[src/rtl/alu_pkg.sv]
// rtl/alu_pkg.sv - shared ALU encodings, opcodes and the ID/EX bundle (ID_EX_ILLEGAL_FLAG_EN adds bundle.illegal)
package alu_pkg;

   localparam int ALU_XLEN   = 32;
   localparam int ALU_CTRL_W = 5;

   typedef enum logic [ALU_CTRL_W-1:0] {
      ALU_ADD  = 5'd0,
      ALU_SUB  = 5'd1,
      ALU_SLL  = 5'd2,
      ALU_SLT  = 5'd3,
      ALU_SLTU = 5'd4,
      ALU_XOR  = 5'd5,
      ALU_SRL  = 5'd6,
      ALU_SRA  = 5'd7,
      ALU_OR   = 5'd8,
      ALU_AND  = 5'd9,
      ALU_JALR = 5'd10,
      ALU_BEQ  = 5'd11,
      ALU_BNE  = 5'd12,
      ALU_BLT  = 5'd13,
      ALU_BGE  = 5'd14,
      ALU_BLTU = 5'd15,
      ALU_BGEU = 5'd16,
      ALU_IMM  = 5'd17
   } alu_ctrl_e;

   localparam logic [6:0] OP_LUI    = 7'b0110111;
   localparam logic [6:0] OP_AUIPC  = 7'b0010111;
   localparam logic [6:0] OP_JAL    = 7'b1101111;
   localparam logic [6:0] OP_JALR   = 7'b1100111;
   localparam logic [6:0] OP_BRANCH = 7'b1100011;
   localparam logic [6:0] OP_LOAD   = 7'b0000011;
   localparam logic [6:0] OP_STORE  = 7'b0100011;
   localparam logic [6:0] OP_IMM    = 7'b0010011;
   localparam logic [6:0] OP_REG    = 7'b0110011;

   localparam logic [31:0] INSN_NOP = 32'h0000_0013;

   typedef struct packed {
      alu_ctrl_e             alu_ctrl;
      logic [ALU_XLEN-1:0]   op_a;
      logic [ALU_XLEN-1:0]   op_b;
      logic [ALU_XLEN-1:0]   rs2_data;
      logic [ALU_XLEN-1:0]   imm;
      logic [ALU_XLEN-1:0]   pc;
      logic [4:0]            rd;
      logic                  reg_we;
      logic                  mem_rd;
      logic                  mem_wr;
      logic [2:0]            funct3;
      logic                  is_branch;
      logic                  is_jal;
      logic                  is_jalr;
`ifdef ID_EX_ILLEGAL_FLAG_EN
      logic                  illegal;
`endif
   } ex_bundle_t;

   // alt selects SUB/SRA; only meaningful for funct3 000 and 101
   function automatic alu_ctrl_e alu_op_from_f3(input logic [2:0] f3, input logic alt);
      case (f3)
         3'b000:  return alt ? ALU_SUB : ALU_ADD;
         3'b001:  return ALU_SLL;
         3'b010:  return ALU_SLT;
         3'b011:  return ALU_SLTU;
         3'b100:  return ALU_XOR;
         3'b101:  return alt ? ALU_SRA : ALU_SRL;
         3'b110:  return ALU_OR;
         default: return ALU_AND;
      endcase
   endfunction

endpackage

[src/rtl/insn_decoder.sv]
// rtl/insn_decoder.sv - combinational RV32I instruction to ex_bundle_t decode (ID_EX_ILLEGAL_FLAG_EN sets bundle.illegal)
module insn_decoder
   import alu_pkg::*;
(
   input  logic [31:0]         insn,
   input  logic [ALU_XLEN-1:0] pc,
   input  logic [ALU_XLEN-1:0] rs1_data,
   input  logic [ALU_XLEN-1:0] rs2_data,
   output ex_bundle_t          bundle
);

   logic [6:0]          opcode;
   logic [2:0]          f3;
   logic [6:0]          f7;
   logic [ALU_XLEN-1:0] imm_i, imm_s, imm_b, imm_u, imm_j, shamt;
   logic                legal;

   assign opcode = insn[6:0];
   assign f3     = insn[14:12];
   assign f7     = insn[31:25];

   assign imm_i = {{(ALU_XLEN-12){insn[31]}}, insn[31:20]};
   assign imm_s = {{(ALU_XLEN-12){insn[31]}}, insn[31:25], insn[11:7]};
   assign imm_b = {{(ALU_XLEN-13){insn[31]}}, insn[31], insn[7], insn[30:25], insn[11:8], 1'b0};
   assign imm_u = {{(ALU_XLEN-32){insn[31]}}, insn[31:12], 12'b0};
   assign imm_j = {{(ALU_XLEN-21){insn[31]}}, insn[31], insn[19:12], insn[20], insn[30:21], 1'b0};
   assign shamt = {{(ALU_XLEN-5){1'b0}}, insn[24:20]};

   always_comb begin
      bundle          = '0;
      legal           = 1'b0;
      bundle.alu_ctrl = ALU_ADD;
      bundle.op_a     = rs1_data;
      bundle.op_b     = rs2_data;
      bundle.rs2_data = rs2_data;
      bundle.pc       = pc;
      bundle.rd       = insn[11:7];
      bundle.funct3   = f3;

      case (opcode)
         OP_REG: begin
            legal           = (f7 == 7'b0000000) ||
                              (f7 == 7'b0100000 && (f3 == 3'b000 || f3 == 3'b101));
            bundle.alu_ctrl = alu_op_from_f3(f3, f7[5]);
            bundle.reg_we   = 1'b1;
         end
         OP_IMM: begin
            bundle.imm      = imm_i;
            bundle.op_b     = imm_i;
            bundle.reg_we   = 1'b1;
            bundle.alu_ctrl = alu_op_from_f3(f3, 1'b0);
            case (f3)
               3'b001: begin
                  legal       = (f7 == 7'b0000000);
                  bundle.op_b = shamt;
               end
               3'b101: begin
                  legal           = (f7 == 7'b0000000) || (f7 == 7'b0100000);
                  bundle.op_b     = shamt;
                  bundle.alu_ctrl = alu_op_from_f3(f3, f7[5]);
               end
               default: legal = 1'b1;
            endcase
         end
         OP_LOAD: begin
            legal         = (f3 != 3'b011) && (f3 != 3'b110) && (f3 != 3'b111);
            bundle.imm    = imm_i;
            bundle.op_b   = imm_i;
            bundle.mem_rd = 1'b1;
            bundle.reg_we = 1'b1;
         end
         OP_STORE: begin
            legal         = (f3 == 3'b000) || (f3 == 3'b001) || (f3 == 3'b010);
            bundle.imm    = imm_s;
            bundle.op_b   = imm_s;
            bundle.mem_wr = 1'b1;
         end
         OP_LUI: begin
            legal           = 1'b1;
            bundle.alu_ctrl = ALU_IMM;
            bundle.imm      = imm_u;
            bundle.op_b     = imm_u;
            bundle.reg_we   = 1'b1;
         end
         OP_AUIPC: begin
            legal         = 1'b1;
            bundle.imm    = imm_u;
            bundle.op_a   = pc;
            bundle.op_b   = imm_u;
            bundle.reg_we = 1'b1;
         end
         OP_JAL: begin
            legal         = 1'b1;
            bundle.imm    = imm_j;
            bundle.op_a   = pc;
            bundle.op_b   = imm_j;
            bundle.is_jal = 1'b1;
            bundle.reg_we = 1'b1;
         end
         OP_JALR: begin
            legal           = (f3 == 3'b000);
            bundle.alu_ctrl = ALU_JALR;
            bundle.imm      = imm_i;
            bundle.op_b     = imm_i;
            bundle.is_jalr  = 1'b1;
            bundle.reg_we   = 1'b1;
         end
         OP_BRANCH: begin
            legal            = 1'b1;
            bundle.imm       = imm_b;
            bundle.is_branch = 1'b1;
            case (f3)
               3'b000:  bundle.alu_ctrl = ALU_BEQ;
               3'b001:  bundle.alu_ctrl = ALU_BNE;
               3'b100:  bundle.alu_ctrl = ALU_BLT;
               3'b101:  bundle.alu_ctrl = ALU_BGE;
               3'b110:  bundle.alu_ctrl = ALU_BLTU;
               3'b111:  bundle.alu_ctrl = ALU_BGEU;
               default: legal = 1'b0;
            endcase
         end
         default: legal = 1'b0;
      endcase

      // unlisted encodings still flow down the pipe, but as a side-effect-free ADD
      if (!legal) begin
         bundle.alu_ctrl  = ALU_ADD;
         bundle.reg_we    = 1'b0;
         bundle.mem_rd    = 1'b0;
         bundle.mem_wr    = 1'b0;
         bundle.is_branch = 1'b0;
         bundle.is_jal    = 1'b0;
         bundle.is_jalr   = 1'b0;
      end

      if (bundle.rd == 5'd0) begin
         bundle.reg_we = 1'b0;
      end

`ifdef ID_EX_ILLEGAL_FLAG_EN
      bundle.illegal = !legal && (insn != INSN_NOP);
`endif
   end

endmodule

[src/rtl/id_ex_alu_decode.sv]
// rtl/id_ex_alu_decode.sv - ID decode plus ID/EX valid/ready register (ID_EX_ILLEGAL_FLAG_EN adds out_illegal)
module id_ex_alu_decode
   import alu_pkg::*;
#(
   parameter int XLEN   = ALU_XLEN,
   parameter int CTRL_W = ALU_CTRL_W
) (
   input  logic              clk,
   input  logic              rst,
   input  logic              in_valid,
   output logic              in_ready,
   input  logic [31:0]       in_insn,
   input  logic [XLEN-1:0]   in_pc,
   input  logic [XLEN-1:0]   in_rs1_data,
   input  logic [XLEN-1:0]   in_rs2_data,
   input  logic              flush,
   output logic              out_valid,
   input  logic              out_ready,
   output logic [CTRL_W-1:0] out_alu_ctrl,
   output logic [XLEN-1:0]   out_op_a,
   output logic [XLEN-1:0]   out_op_b,
   output logic [XLEN-1:0]   out_rs2_data,
   output logic [XLEN-1:0]   out_imm,
   output logic [XLEN-1:0]   out_pc,
   output logic [4:0]        out_rd,
   output logic              out_reg_we,
   output logic              out_mem_rd,
   output logic              out_mem_wr,
   output logic [2:0]        out_funct3,
   output logic              out_is_branch,
   output logic              out_is_jal,
`ifdef ID_EX_ILLEGAL_FLAG_EN
   output logic              out_illegal,
`endif
   output logic              out_is_jalr
);

   ex_bundle_t dec;
   ex_bundle_t q;
   logic       valid_q;
   logic       capture;

   insn_decoder u_dec (
      .insn     (in_insn),
      .pc       (in_pc),
      .rs1_data (in_rs1_data),
      .rs2_data (in_rs2_data),
      .bundle   (dec)
   );

   assign in_ready = !valid_q || out_ready;
   assign capture  = in_valid && in_ready && !flush;

   // data is only loaded on capture, so a stall or flush simply leaves it alone
   always_ff @(posedge clk) begin
      if (rst) begin
         valid_q <= 1'b0;
         q       <= '0;
      end else if (flush) begin
         valid_q <= 1'b0;
      end else if (capture) begin
         valid_q <= 1'b1;
         q       <= dec;
      end else if (out_ready) begin
         valid_q <= 1'b0;
      end
   end

   assign out_valid     = valid_q;
   assign out_alu_ctrl  = q.alu_ctrl;
   assign out_op_a      = q.op_a;
   assign out_op_b      = q.op_b;
   assign out_rs2_data  = q.rs2_data;
   assign out_imm       = q.imm;
   assign out_pc        = q.pc;
   assign out_rd        = q.rd;
   assign out_reg_we    = q.reg_we;
   assign out_mem_rd    = q.mem_rd;
   assign out_mem_wr    = q.mem_wr;
   assign out_funct3    = q.funct3;
   assign out_is_branch = q.is_branch;
   assign out_is_jal    = q.is_jal;
   assign out_is_jalr   = q.is_jalr;
`ifdef ID_EX_ILLEGAL_FLAG_EN
   assign out_illegal   = q.illegal;
`endif

endmodule

[config.mk]
export PLATFORM = sky130hd
export DESIGN_NAME = id_ex_alu_decode
export DESIGN_NICKNAME = d
export VERILOG_FILES = /design/src/rtl/alu_pkg.sv /design/src/rtl/insn_decoder.sv /design/src/rtl/id_ex_alu_decode.sv
export SDC_FILE = /design/constraint.sdc
export NUM_CORES = 1
export LEC_CHECK = 0
export CAP_MARGIN = 0
export CORE_MARGIN = 1
export CORE_UTILIZATION = 36
export CTS_CLUSTER_DIAMETER = 80
export DETAILED_ROUTE_END_ITERATION = 10
export GPL_ROUTABILITY_DRIVEN = 0
export HOLD_SLACK_MARGIN = 0.08
export PLACE_DENSITY = 0.73
export SETUP_SLACK_MARGIN = 0.5
export SYNTH_ARGS = -nofsm -noshare
export SYNTH_HDL_FRONTEND = slang
export SYNTH_SLANG_ARGS = --single-unit
[constraint.sdc]
create_clock -name clk -period 2.2 [get_ports clk]
set_clock_uncertainty 0.15 [all_clocks]
set_input_delay 0.33 -clock clk [delete_from_list [all_inputs] [get_ports clk]]
set_output_delay 0.33 -clock clk [all_outputs]
set_load 0.02 [all_outputs]
* Word level (Yosys, flattened, before mapping) *
Index checks and enable logic that the tools add are counted.

operators by class
  equal/unequal tests = 20
  muxes and demuxes = 26
  bitwise operators = 1
  reductions and logical operators = 27

operator list
  cell                                                 number
  case mux 32 bit (5 select lines)                     2
  two-way mux 32 bit                                   2
  case mux 5 bit (7 select lines)                      1
  case mux 5 bit (6 select lines)                      1
  equality test 7 x 6 -> 1 bit, second input constant  4
  case mux 5 bit (5 select lines)                      1
  case mux 4 bit (6 select lines)                      1
  equality test 7 bit, second input constant           3
  equality test 7 x 5 -> 1 bit, second input constant  2
  equality test 3 bit, second input constant           4
  two-way mux 1 bit                                    12
  two-way mux 5 bit                                    2
  OR reduction 2 bit                                   5
  equality test 7 x 2 -> 1 bit, second input constant  1
  zero test 7 bit                                      1
  case mux 1 bit (7 select lines)                      1
  OR reduction 7 bit                                   1
  equality test 3 x 2 -> 1 bit, second input constant  2
  logical OR 1 bit                                     6
  two-way mux 3 bit                                    2
  inequality test 3 bit, second input constant         2
  OR reduction 3 bit                                   2
  OR reduction 6 bit                                   1
  logical AND 1 bit                                    5
  9 further kinds                                      10

storage, ports and cells
  register bits after elaboration = 180
  input bits = 133
  output and inout bits = 181
  word-level logic and storage cells = 89

* Logic depth before layout (Yosys ltp) *
  depth in word-level cells = 7
  depth in mapped cells = 9
  mapped depth without buffers = 6

* Modules after synthesis *
Synthesis repeated with hierarchy kept, for this count alone.

unflattened totals
  cells, all modules = 1118
  area, all modules = 10218.6 um2

by module, submodules not included
  module            times used  cells an instance  area each (um2)
  id_ex_alu_decode  1           782                8008.9
  insn_decoder      1           336                2209.6

* Least setup slack after synthesis *
Ideal clock, no wire load.

  path type = reg2reg
  from = register valid_q, in the netlist out_valid
  to = register q (netlist bit out_op_b[20])
  arrival = 1.793 ns
  required time = 1.938 ns
  path slack = 0.145 ns
  stages on the path, launching flop included = 8
  buffers on the path = 2
  clock period less this slack = 2.055 ns
  path through = dfxtp_1 > nand2b_1 > nand2_1 > nor2_1 > clkbuf_1 > clkbuf_1 > nor2_1 > a2111oi_1

on the way
  longest elaborated chain between the ends = 5

ends and longest elaborated chain
  element                               RTL line                RTL
  from (decl)                           id_ex_alu_decode.sv:40  logic valid_q;
  from (signal assigned)                id_ex_alu_decode.sv:57  valid_q <= 1'b0;
  from (signal assigned)                id_ex_alu_decode.sv:60  valid_q <= 1'b0;
  from (signal assigned)                id_ex_alu_decode.sv:62  valid_q <= 1'b1;
  zero test 1 bit                       id_ex_alu_decode.sv:51  assign in_ready = !valid_q || out_ready;
  logical OR 1 bit                      id_ex_alu_decode.sv:51
  named net in_ready                    id_ex_alu_decode.sv:11  output logic in_ready,
  logical AND 1 bit (2 in a row)        id_ex_alu_decode.sv:52  assign capture = in_valid && in_ready && !flush;
  AND reduction 2 bit (no source line)  --
  to (signal assigned)                  id_ex_alu_decode.sv:58  q <= '0;
  to (signal assigned)                  id_ex_alu_decode.sv:63  q <= dec;
  to (decl)                             id_ex_alu_decode.sv:39  ex_bundle_t q;

The timed path passes the listed nets, and every way through them passes these cells.
A chain may end at the register's enable or synchronous reset.

* Worst setup path in the final report *
  from = register valid_q, in the netlist out_valid
  to = register q (netlist bit out_pc[30])

on the way
  longest elaborated chain between the ends = 5

ends and longest elaborated chain
  element                               RTL line
  zero test 1 bit                       id_ex_alu_decode.sv:51
  logical OR 1 bit                      id_ex_alu_decode.sv:51
  logical AND 1 bit (2 in a row)        id_ex_alu_decode.sv:52
  AND reduction 2 bit (no source line)  --

No other way between the ends.

==> results.cfg <==
[synth]
syn_inst = 909
synth_seq_cells = 180
ys_async_sr_fraction = 0
ys_seq_area_frac = 0.4718
yosys_warnings = 0
synth_top_flop_cell = dfxtp_1
synth-edff-count = 0
synth.distinct_cells = 64
syn_area_sq_mm = 0.007637
syn_area_per_cell_sq_um = 8.402
syn_nets = 1042

[sta]
tightestPinTransition_ns = 0.5514
fin_ws_ns = 0.2739
min_period_ns = 1.926
hold_violations = 0
rsz0062_at_grt = true
finalSetupViolations = 0
max_slew_margin = 0.6324
tns_ns = 0
max_clock_freq_ghz = 0.5192
post-route-period-util = 0.8755
slew_violations = 0

[final_layout]
n_antenna_cell = 0
nets = 1470
area_delta_synth_final_pct = 95.07
layout.area.seq_sq_mm = 0.003605
utilization = 0.7269
fillCellCount = 1378
multi_input_area_sq_mm = 0.004964
drive_gt1_frac = 0.3269

[placed_design]
port_buffers = 313
dp_hpwl_um = 21670
place_ws_ns = -0.4218

[grt]
gr-usage-all-layers = 0.3126
grt_pass1_wl_um = 51870
antenna_found_initial = 0
grt_max_degree = 75
overflow = 0
grt_pass1_vias = 8761

[worst_setup_path]
cp_slowest_stage_delay_ns = 0.34
end_kind = flip-flop
cp_common_cell = buf_12
critPathKind = flip-flop to flip-flop
r2r_setup_slack_ns = 0.27
critPathRequiredTime_ns = 2.40
crit_slowest_cell = dfxtp_2
crit_arrival_ns = 2.13
cp-start-kind = flip-flop
path_cells = nand2b_4 -> nand2_4 -> buf_6 -> nor2_4 -> buf_12 -> buf_12 -> buf_12 -> buf_8 -> buf_6 -> buf_16 -> nand2_1 -> a21oi_1
path_max_fanout = 7

[die]
dieArea_sq_mm = 0.02180
dieWidth_um = 147.7
fp-row-count = 52
ioPinCount = 314
core_sq_mm = 0.02049
die_height_um = 147.7
start_util = 0.3726

[route]
wl_per_cell_um = 23.32
avgViaCountPerCell = 5.653
ant_nets = 0
initialDrtViolationCount = 720
vias = 9153
dr.pass1.iters = 5
drt_wl_total_um = 37760
drc = 0

[run]
cap_violations = 0

[clock_tree]
worstSkewPairLatency_ns = 0.43
cts_buffers = 17
path_clk_slew_ns = 0.07
cts_tree = done
cts_max_level = 4
cts.sinks = 180
hold_buffers = 0
cts-root-buf = clkbuf_16
clk_path_buf_depth = 2

[run_status]
outcome = complete, no violations

[power]
power_leakage_nw = 6.610
ir_drop_mv = 0.5301
fin_total_pwr_mw = 8.848
power_density_mw_per_mm2 = 593.9

[hold_path]
hold_class = input pin to flip-flop
registers in the layout, summed over array words and instances (netlist names), 3 cells and up:
signal	cells
out_op_a	32
out_funct3	3
out_alu_ctrl	5
out_op_b	32
out_rs2_data	32
out_pc	32
out_rd	5
out_imm	32
worst max-delay path: cells and delay by family, from the launching register on:
kind	cells	cell delay, ns
buffers and inverters	7	0.91
AOI/OAI and AO/OA	1	0.14
DFF	1	0.34
and+or+nand+nor	4	0.30
repair_timing:
item / 4_1_cts / 5_1_grt
setup buffers: 39 / 11
resized for setup: 430 / 169
pin swaps: 74 / 77
setup endpoints to repair: 341 / 158
gates cloned: 20 / 12
per-stage QoR:
step	cells	hold slack [ns]	cell area, sq um
floorplan	909	0.2453	7865
global placement	1506	0.2892	11760
detailed placement	1506	0.2913	11760
CTS	1596	0.1667	13860
global route	1619	0.1731	14900
finish	1619	0.1592	14900
Yosys cell counts, types with 15 or more instances:
library cell	number	area [sq um]
a211oi_1	41	307.8
mux2i_1	32	320.3
nor2_1	109	409.1
dfxtp_1	180	3603
a22o_1	15	131.4
clkbuf_1	51	191.4
nand2_1	196	735.7
buf_2	16	80.08
a21oi_1	106	530.5
o21ai_1	15	75.07
routing by layer:
metal	up-vias	routed length (um)	global-route usage
met4	0	2347	0.1644
met3	175	2873	0.07685
met5	-	0	0
li1	4056	-	-
met2	513	17780	0.5057
met1	4409	14760	0.3841
path summary, 6_finish.rpt:
path                   startpoint  depth (start not counted)              end
setup reg to reg        out_valid                         12       out_pc[30]
setup / recovery        out_valid                         12       out_pc[30]
hold / removal        in_insn[25]                          4       out_imm[5]
hold reg to reg   out_alu_ctrl[1]                          2  out_alu_ctrl[1]
layout by cell type, fill, tap and decap left out, types with 6 or more instances in the layout:
cell type and instances:
dlygate4sd2_1 183, dfxtp_1 179, nand2_1 158, clkdlybuf4s50_1 116, a21oi_1 77, buf_4 68, nor2_1 59, buf_6 35
mux2i_1 31, nor2_4 31, buf_12 30, a21oi_2 28, nand2_4 26, clkbuf_16 26, a211oi_1 25, nor2_2 22
buf_16 22, a211oi_2 16, a2111oi_4 15, a22o_1 15, buf_8 12, nand2_2 11, a221oi_2 9, o21ai_2 8
o21ai_1 8, a2111oi_2 6, nor3_1 6, a22oi_2 6, clkbuf_2 6
final cells by class:
type,instances,area share
timing repair buffer,486,0.3584
clock inverter,11,0.01184
inverter,5,0.001260
clock buffer,20,0.03065
tap,270,0.02268
sequential,180,0.2420
multi-input combinational,647,0.3332
power breakdown:
| group | internal, mW | total (mW) | switching, mW |
|---|---|---|---|
| registers | 3.41 | 3.50 | 0.0957 |
| clock network | 1.97 | 3.32 | 1.35 |
| logic | 0.971 | 2.03 | 1.06 |
cells by family after synthesis:
kind of cell | after synthesis | share of synthesized area
mux | 32 | 0.04194
buf+inv | 83 | 0.04882
flops | 180 | 0.4718
simple gates | 361 | 0.2018
compound gates | 252 | 0.2344
xor+xnor | 1 | 0.001147
Note: power is estimated with default switching activity, not from simulation.
